==> config.mk <==
export PLATFORM = sky130hd
export DESIGN_NAME = spi_secondary_framed
export DESIGN_NICKNAME = d
export VERILOG_FILES = /design/src/rtl/spi_secondary_framed.sv
export SDC_FILE = /design/constraint.sdc
export NUM_CORES = 1
export LEC_CHECK = 0
export BUFFER_PORTS_ARGS = -buffer_cell sky130_fd_sc_hd__buf_2
export CAP_MARGIN = 10
export CORE_MARGIN = 4
export CORE_UTILIZATION = 44
export DETAILED_ROUTE_END_ITERATION = 12
export GPL_TIMING_DRIVEN = 0
export PLACE_DENSITY_LB_ADDON = 0.3
export SYNTH_ARGS = -nofsm -noshare
export SYNTH_HDL_FRONTEND = slang
export SYNTH_SLANG_ARGS = --single-unit
export TNS_END_PERCENT = 1
==> constraint.sdc <==
create_clock -name clk -period 1.65 [get_ports clk]
set_input_delay 0.33 -clock clk [delete_from_list [all_inputs] [get_ports clk]]
set_output_delay 0.33 -clock clk [all_outputs]
set_load 0.02 [all_outputs]
==> src/rtl/spi_secondary_framed.sv <==
// SPI secondary with system-clock oversampling, all four SPI modes, either bit order,
// back-to-back words within one frame and detection of frames that end mid-word.
module spi_secondary_framed #(
  parameter int WORD_BITS   = 8,
  parameter int SYNC_STAGES = 2,
  parameter int CPOL        = 0,
  parameter int CPHA        = 0,
  parameter int MSB_FIRST   = 1
) (
  input  logic                 clk,
  input  logic                 rst,
  input  logic                 neg_enable,
  input  logic                 sck,
  input  logic                 in_bit,
  output logic                 out_bit,
  output logic                 word_ready,
  output logic [WORD_BITS-1:0] data_word_received,
  input  logic [WORD_BITS-1:0] data_word_to_send,
  output logic                 frame_abort
);

  localparam int               CNT_W    = $clog2(WORD_BITS) + 1;
  localparam logic [CNT_W-1:0] CNT_ZERO = {CNT_W{1'b0}};
  localparam logic [CNT_W-1:0] CNT_ONE  = CNT_W'(1);
  localparam logic [CNT_W-1:0] CNT_FULL = CNT_W'(WORD_BITS);
  localparam logic             SCK_IDLE = (CPOL != 0) ? 1'b1 : 1'b0;
  localparam logic             SAMPLE_ON_RISE = (CPOL == CPHA) ? 1'b1 : 1'b0;

  typedef enum logic [0:0] {
    IDLE   = 1'b0,
    ACTIVE = 1'b1
  } state_t;

  logic [SYNC_STAGES-1:0] sck_sync_r;
  logic [SYNC_STAGES-1:0] cs_sync_r;
  logic [SYNC_STAGES-1:0] mosi_sync_r;
  logic                   sck_prev_r;
  logic                   cs_prev_r;

  state_t                 state_r;
  state_t                 state_nxt_s;
  logic [CNT_W-1:0]       bit_cnt_r;
  logic [CNT_W-1:0]       bit_cnt_nxt_s;
  logic [WORD_BITS-1:0]   rx_shift_r;
  logic [WORD_BITS-1:0]   rx_shift_nxt_s;
  logic [WORD_BITS-1:0]   tx_shift_r;
  logic [WORD_BITS-1:0]   tx_shift_nxt_s;
  logic [WORD_BITS-1:0]   data_nxt_s;
  logic                   out_bit_nxt_s;
  logic                   word_ready_nxt_s;
  logic                   frame_abort_nxt_s;

  logic sck_s;
  logic cs_s;
  logic mosi_s;
  logic sck_rise_s;
  logic sck_fall_s;
  logic sample_s;
  logic shift_s;
  logic cs_fall_s;
  logic cs_rise_s;

  // Bit that goes on the wire first for a freshly loaded word.
  function automatic logic first_bit(input logic [WORD_BITS-1:0] w);
    if (MSB_FIRST != 0) begin
      return w[WORD_BITS-1];
    end else begin
      return w[0];
    end
  endfunction

  function automatic logic [WORD_BITS-1:0] shift_out(input logic [WORD_BITS-1:0] w);
    if (MSB_FIRST != 0) begin
      return {w[WORD_BITS-2:0], 1'b0};
    end else begin
      return {1'b0, w[WORD_BITS-1:1]};
    end
  endfunction

  function automatic logic [WORD_BITS-1:0] shift_in(input logic [WORD_BITS-1:0] w,
                                                    input logic b);
    if (MSB_FIRST != 0) begin
      return {w[WORD_BITS-2:0], b};
    end else begin
      return {b, w[WORD_BITS-1:1]};
    end
  endfunction

  // Synchroniser chains and previous-value flops, reset to the idle line levels.
  always_ff @(posedge clk or negedge rst) begin
    if (!rst) begin
      sck_sync_r  <= {SYNC_STAGES{SCK_IDLE}};
      cs_sync_r   <= {SYNC_STAGES{1'b1}};
      mosi_sync_r <= {SYNC_STAGES{1'b0}};
      sck_prev_r  <= SCK_IDLE;
      cs_prev_r   <= 1'b1;
    end else begin
      sck_sync_r  <= {sck_sync_r[SYNC_STAGES-2:0], sck};
      cs_sync_r   <= {cs_sync_r[SYNC_STAGES-2:0], neg_enable};
      mosi_sync_r <= {mosi_sync_r[SYNC_STAGES-2:0], in_bit};
      sck_prev_r  <= sck_sync_r[SYNC_STAGES-1];
      cs_prev_r   <= cs_sync_r[SYNC_STAGES-1];
    end
  end

  assign sck_s      = sck_sync_r[SYNC_STAGES-1];
  assign cs_s       = cs_sync_r[SYNC_STAGES-1];
  assign mosi_s     = mosi_sync_r[SYNC_STAGES-1];
  assign sck_rise_s = sck_s & ~sck_prev_r;
  assign sck_fall_s = ~sck_s & sck_prev_r;
  assign sample_s   = ~cs_s & (SAMPLE_ON_RISE ? sck_rise_s : sck_fall_s);
  assign shift_s    = ~cs_s & (SAMPLE_ON_RISE ? sck_fall_s : sck_rise_s);
  assign cs_fall_s  = ~cs_s & cs_prev_r;
  assign cs_rise_s  = cs_s & ~cs_prev_r;

  // Next-state and next-output logic for the frame state machine.
  always_comb begin
    state_nxt_s       = state_r;
    bit_cnt_nxt_s     = bit_cnt_r;
    rx_shift_nxt_s    = rx_shift_r;
    tx_shift_nxt_s    = tx_shift_r;
    data_nxt_s        = data_word_received;
    out_bit_nxt_s     = out_bit;
    word_ready_nxt_s  = 1'b0;
    frame_abort_nxt_s = 1'b0;
    case (state_r)
      IDLE: begin
        bit_cnt_nxt_s = CNT_ZERO;
        if (cs_fall_s) begin
          state_nxt_s    = ACTIVE;
          rx_shift_nxt_s = {WORD_BITS{1'b0}};
          tx_shift_nxt_s = data_word_to_send;
          out_bit_nxt_s  = first_bit(data_word_to_send);
        end else begin
          out_bit_nxt_s = 1'b0;
        end
      end
      ACTIVE: begin
        if (bit_cnt_r == CNT_FULL) begin
          // A completed word is always delivered, even if ~CS rises now.
          word_ready_nxt_s = 1'b1;
          data_nxt_s       = rx_shift_r;
          bit_cnt_nxt_s    = CNT_ZERO;
          tx_shift_nxt_s   = data_word_to_send;
          if (cs_rise_s) begin
            state_nxt_s   = IDLE;
            out_bit_nxt_s = 1'b0;
          end else if (CPHA == 0) begin
            out_bit_nxt_s = first_bit(data_word_to_send);
          end else begin
            out_bit_nxt_s = out_bit;
          end
        end else if (cs_rise_s) begin
          state_nxt_s       = IDLE;
          out_bit_nxt_s     = 1'b0;
          bit_cnt_nxt_s     = CNT_ZERO;
          frame_abort_nxt_s = (bit_cnt_r != CNT_ZERO) ? 1'b1 : 1'b0;
        end else if (sample_s) begin
          rx_shift_nxt_s = shift_in(rx_shift_r, mosi_s);
          bit_cnt_nxt_s  = bit_cnt_r + CNT_ONE;
        end else if (shift_s) begin
          // At a word boundary the shift edge presents bit 0 (CPHA=1) or is skipped (CPHA=0).
          if (bit_cnt_r == CNT_ZERO) begin
            if (CPHA != 0) begin
              out_bit_nxt_s = first_bit(tx_shift_r);
            end else begin
              out_bit_nxt_s = out_bit;
            end
          end else begin
            tx_shift_nxt_s = shift_out(tx_shift_r);
            out_bit_nxt_s  = first_bit(shift_out(tx_shift_r));
          end
        end else begin
          bit_cnt_nxt_s = bit_cnt_r;
        end
      end
      default: begin
        state_nxt_s   = IDLE;
        bit_cnt_nxt_s = CNT_ZERO;
        out_bit_nxt_s = 1'b0;
      end
    endcase
  end

  // State, datapath and registered outputs.
  always_ff @(posedge clk or negedge rst) begin
    if (!rst) begin
      state_r            <= IDLE;
      bit_cnt_r          <= CNT_ZERO;
      rx_shift_r         <= {WORD_BITS{1'b0}};
      tx_shift_r         <= {WORD_BITS{1'b0}};
      data_word_received <= {WORD_BITS{1'b0}};
      out_bit            <= 1'b0;
      word_ready         <= 1'b0;
      frame_abort        <= 1'b0;
    end else begin
      state_r            <= state_nxt_s;
      bit_cnt_r          <= bit_cnt_nxt_s;
      rx_shift_r         <= rx_shift_nxt_s;
      tx_shift_r         <= tx_shift_nxt_s;
      data_word_received <= data_nxt_s;
      out_bit            <= out_bit_nxt_s;
      word_ready         <= word_ready_nxt_s;
      frame_abort        <= frame_abort_nxt_s;
    end
  end

endmodule

## Yosys cells after proc, flatten, opt, wreduce, memory -nomap -nowiden

Cells that the tools add are included.

- Add/sub/neg operators: 1
- Multiply operators: 0
- Div/mod/pow operators: 0
- $lt $le $gt $ge: 0
- Eq/ne operators: 13
- Shifts and indexed selects: 0
- Multiplexer cells: 33
- Bitwise logic cells: 11
- Reductions and logical operators: 6

Operators with widths:

| cell | count |
|---|---|
| 7-bit two-way mux | 6 |
| 8-bit two-way mux | 4 |
| 8-bit one-hot mux with 2 select lines | 1 |
| 1-bit two-way mux | 15 |
| 7-bit one-hot mux with 2 select lines | 1 |
| 4-bit two-way mux | 3 |
| 4-bit by 1-bit inequality test with 1-bit output (second input constant) | 2 |
| 4-bit one-hot mux with 2 select lines | 1 |
| 1-bit bitwise AND | 6 |
| 2-bit inequality test (second input constant) | 3 |
| 3-bit by 2-bit inequality test with 1-bit output (second input constant) | 2 |
| 1-bit NOT | 5 |
| 5-bit AND reduction | 1 |
| 4-bit by 1-bit adder with 4-bit output (second input constant) | 1 |
| 4-bit == test (second input constant) | 1 |
| 4-bit logical NOT | 1 |
| 4-bit by 2-bit inequality test with 1-bit output (second input constant) | 1 |
| 4-bit inequality test (second input constant) | 1 |
| 1-bit one-hot mux with 2 select lines | 2 |
| 4-bit AND reduction | 1 |
| 4-bit nonzero test | 1 |
| 3-bit by 1-bit inequality test with 1-bit output (second input constant) | 1 |
| 3-bit inequality test (second input constant) | 1 |
| 3-bit AND reduction | 1 |
| other kinds (2) | 2 |

- Bits in registers: 39
- Latch bits: 0
- Bits in writable memories: 0
- Memory bits (read-only): 0
- Bits of input ports: 13
- Output and inout bits: 11
- Word-level logic and storage cells: 77
- Memories kept: 0

## Longest topological paths before layout

- Word-level depth: 8
- Mapped depth: 7
- Mapped depth without buffers: 6

## Worst setup path after synthesis

No wires, ideal clock.

- Path kind: reg-to-reg
- Start point: reg bit_cnt_r[0]
- End point: reg tx_shift_r[2]
- Arrival time: 1557 ps
- Setup slack: -18 ps
- Cell stages (with the launch flop): 7
- Path buffers: 0
- Cell sequence: dfrtp_1 -> inv_1 -> ha_1 -> nor2b_2 -> nor4b_4 -> o22ai_2 -> a222oi_1

- Longest elaborated chain between the ends: 3
- Elaborated cells on any way between the ends: 9
- Those cells by class: 5 x eq/ne; 2 x mux; 2 x reduce/logical

Ends and longest elaborated chain:

| element | line | RTL |
|---|---|---|
| start, declared | 42 | `logic [CNT_W-1:0] bit_cnt_r;` |
| start signal, assigned | 198 | `bit_cnt_r <= bit_cnt_nxt_s;` |
| 4-bit == test or 4-bit logical NOT (tied branches) | 139, 163 |  |
| 3-bit inequality test (no line), or another cell as far along | n/a |  |
| 5-bit AND reduction (no line) or 7-bit one-hot mux with 2 select lines (tied branches) | n/a |  |
| end signal, assigned | 191 | `tx_shift_r <= {WORD_BITS{1'b0}};` |
| end signal, assigned | 200 | `tx_shift_r <= tx_shift_nxt_s;` |
| end, declared | 46 | `logic [WORD_BITS-1:0] tx_shift_r;` |

Parallel ways exist; a longest one is shown, timed or not.
A chain may end at the register's enable or synchronous reset.

## Final worst setup path

- Start point: reg bit_cnt_r[1]
- End point: reg rx_shift_r[5]

- Longest elaborated chain between the ends: 3

Ends and longest elaborated chain:

| element | line | RTL |
|---|---|---|
| 4-bit == test | 139 | `if (bit_cnt_r == CNT_FULL) begin` |
| 2-bit inequality test (no line) | n/a |  |
| 4-bit AND reduction (no line) | n/a |  |
| end signal, assigned | 190 | `rx_shift_r <= {WORD_BITS{1'b0}};` |
| end signal, assigned | 199 | `rx_shift_r <= rx_shift_nxt_s;` |
| end, declared | 44 | `logic [WORD_BITS-1:0] rx_shift_r;` |

Every way passes these cells.

==> results.toml <==
[routing]
drcViolationCount = 0
wl_mm = 2.90
viasPerCell = 5.20
drt-initial-drc-count = 57
dr.pass1.iters = 5
drtAntennaViolNets = 0
wl_per_cell_um = 13.9
vias = 1087

[floorplan]
core_mm2 = 0.00347
io_pins = 24
start_util_pct = 47.5
die_area_mm2 = 0.00479
die_y_um = 69.2
rows = 21
fp.dieW_um = 69.2

[grt]
grt_overflow = 0
grt_pass1_wl_mm = 5.11
grt_max_degree = 40
grt.total_usage_pct = 13.6
grt_antenna_before_repair = 0
grt_pass1_vias = 1107

[power]
p_sw_uw = 528
p_leak_nw = 1.04
combPwrFrac_pct = 15.4
internal_power_mw = 1.52
clkPwrFrac_pct = 29.6
power_frac_seq_pct = 55.0
irDropWorstVdd_v = 0.000574
p_per_area_mw_per_mm2 = 1030
swShare_pct = 25.8

[yosys]
yosysMostFrequentCell = "dfrtp_1"
synth_top_area_share_pct = 54.6
synth_cells = 126
yosysWarningCount = 0
synth_commonest_cells = "dfrtp_1 (36), inv_1 (17), mux2_2 (16)"
yosysSeqAreaShare_pct = 59.4
async_reset_ff_share_pct = 100
synth_edf_count = 0
ys_types = 31
synth.largest_area_cell = "dfrtp_1"
ys_top_cells_by_area = "dfrtp_1 (55%), mux2_2 (11%), dfstp_2 (4.8%), a22o_1 (4.8%), inv_1 (3.9%)"
ys_seq_elements = 39
ys.flop_type = "dfrtp_1"
synth_nets = 141
syn_avg_cell_area_um2 = 13.1
netlist_area_mm2 = 0.00165

[cts]
ctsHoldBuffers = 0
clk_latency_ns = 0.29
clock_sinks = 39
cts_root_buf = "clkbuf_8"
cts.clk_slew.worst_paths_ns = 0.07
cts_made_buffers = 5
cts_tree = "built"
clk_path_buf_depth = 2
ctsHtreeMaxLevel = 2

[worst_setup_path]
cp_cell_sequence = "inv_2, ha_4, buf_4, nand3b_1, nand2_4, mux2_2, a22o_1"
rr_worst_depth = 7
worstPathRequired_ns = 1.83
r2r_end = "rx_shift_r[5]"
start_kind = "flip-flop"
path_class = "reg -> reg"
cp-end-kind = "flip-flop"
arrival_ns = 1.93
rrSetupSlack_ns = -0.1
cp_slowest_cell = "dfrtp_1"
path_max_fanout = 8
timing.rr.start = "bit_cnt_r[1]"
cpPeakStageDelay_ns = 0.39

[final_layout]
layout-drive-gt1-share_pct = 41.1
fin_nets = 177
fill_cells = 312
antenna_cells = 0
area_delta_synth_final_pct = 20.5

[sta]
fmax_mhz = 573
drv_slew = 0
hold_viol_final = 0
skew_ns = 0.00396
rsz0062_at_grt = "yes"
holdWs_ns = 0.134
slew-limit-headroom_pct = 44.8
final.setup.tns_ns = -0.900
fin_ws_ns = -0.0959
fin_crit_sh_pct = 106
tightestPinTransition_ns = 0.828
period_needed_ns = 1.75
setup_viol = 14

[run]
maxCapViolations = 0

[placement]
io_buffer_count = 23
place_congestion = 0.737
dpl.hpwl_mm = 1.97

[outcome]
status = "complete, but fails checks"
violations = "negative setup slack"

[min_path]
hold_path_class = "in -> async"
metrics by stage:
step / utilization, % / cell area [um^2] / cells / total power [mW] / worst slack [ns]
6_report: 57.3 / 1990 / 209 / 2.05 / -0.0959
5_1_grt: 57.3 / 1990 / 209 / 2.19 / -0.176
4_1_cts: 56.7 / 1970 / 207 / 2.07 / -0.120
3_5_place_dp: 52.5 / 1820 / 195 / 1.43 / -0.276
3_3_place_gp: 52.5 / 1820 / 195 / 1.41 / -0.143
2_1_floorplan: - / 1650 / 126 / 1.33 / 0.000623
placed cells by master, fill, tap and decap left out, types with 2 or more instances in the layout:
| master | instances |
|---|---|
| a21oi_1 | 2 |
| a222oi_1 | 6 |
| a22o_1 | 9 |
| buf_2 | 23 |
| buf_4 | 7 |
| clkbuf_1 | 3 |
| clkbuf_8 | 5 |
| dfrtp_1 | 36 |
| dfstp_2 | 3 |
| inv_1 | 15 |
| inv_2 | 2 |
| mux2_2 | 14 |
| mux2_4 | 2 |
| nand2_1 | 4 |
| nand3_1 | 2 |
| nand3b_1 | 2 |
| nor2_1 | 5 |
| xor2_1 | 2 |
layout make-up:
type                            instances  area (um^2)  share of cell area, %
Buffer                                  3         15.0                  0.756
Clock buffer                            7         76.3                   3.84
Clock inverter                          1         5.00                  0.252
Inverter                               17         63.8                   3.21
Multi-Input combinational cell         67          629                   31.7
Sequential cell                        39          980                   49.3
Tap cell                               46         57.6                   2.90
Timing Repair Buffer                   29          160                   8.06
flip-flops by register name (all words and copies together) (netlist names):
signal / count
mosi_sync_r: 2
cs_prev_r: 1
sck_prev_r: 1
bit_cnt_r: 4
out_bit: 1
sck_sync_r: 2
rx_shift_r: 8
state_r: 1
data_word_received: 8
frame_abort: 1
word_ready: 1
cs_sync_r: 2
tx_shift_r: 7
worst max-delay path, delay by kind of cell (launching register included):
family / cells / cell delay (ns)
compound gates: 1 / 0.18
fa+ha+maj: 1 / 0.14
buf+inv: 2 / 0.19
flops: 1 / 0.39
mux: 1 / 0.35
simple gates: 2 / 0.40
power groups by stage:
stage | Combinational (mW) | Clock (mW) | Sequential, mW
floorplan | 0.202 | 0 | 1.13
global placement | 0.267 | 0 | 1.14
detailed placement | 0.281 | 0 | 1.15
CTS | 0.306 | 0.638 | 1.13
global route | 0.352 | 0.690 | 1.14
finish | 0.315 | 0.607 | 1.13
worst max-delay path by stage:
stage	startpoint	endpoint	slack, ns	cells after the start
2_1_floorplan	bit_cnt_r[0]	tx_shift_r[1]	0.0006	7
3_3_place_gp	bit_cnt_r[0]	tx_shift_r[1]	-0.14	7
3_5_place_dp	bit_cnt_r[0]	tx_shift_r[1]	-0.28	7
4_1_cts	bit_cnt_r[1]	tx_shift_r[6]	-0.12	6
5_1_grt	bit_cnt_r[0]	tx_shift_r[6]	-0.18	6
6_report	bit_cnt_r[1]	rx_shift_r[5]	-0.1	7
what timing repair did:
| item | in CTS | in global routing |
|---|---|---|
| pin swaps | 6 | 5 |
| buffers inserted | 4 | 2 |
| hold endpoints to repair | 0 | 0 |
| setup endpoints to repair | 24 | 16 |
| resized for setup | 8 | 5 |
kinds of logic (layout without fill, tap and decap cells):
group                    Yosys count  after routing  synth area share, %
AO/OA/AOI/OAI                     21             21                 11.2
XOR/XNOR                           3              3                 1.59
adder cells (fa/ha/maj)            2              2                 1.52
buffers and inverters             20             57                 4.55
flip-flops                        39             39                 59.4
multiplexers                      16             16                 10.9
AND/OR/NAND/NOR                   25             25                 10.8
layer usage:
metal | part of all wire, % | global-route usage, % | up-vias
li1 | - | - | 515
met5 | 0 | 0 | -
met3 | 5.0 | 5.51 | 5
met1 | 43 | 16.0 | 545
met4 | 2.0 | 6.51 | 0
met2 | 50 | 21.5 | 22
Power figures use the tool's default switching activity.
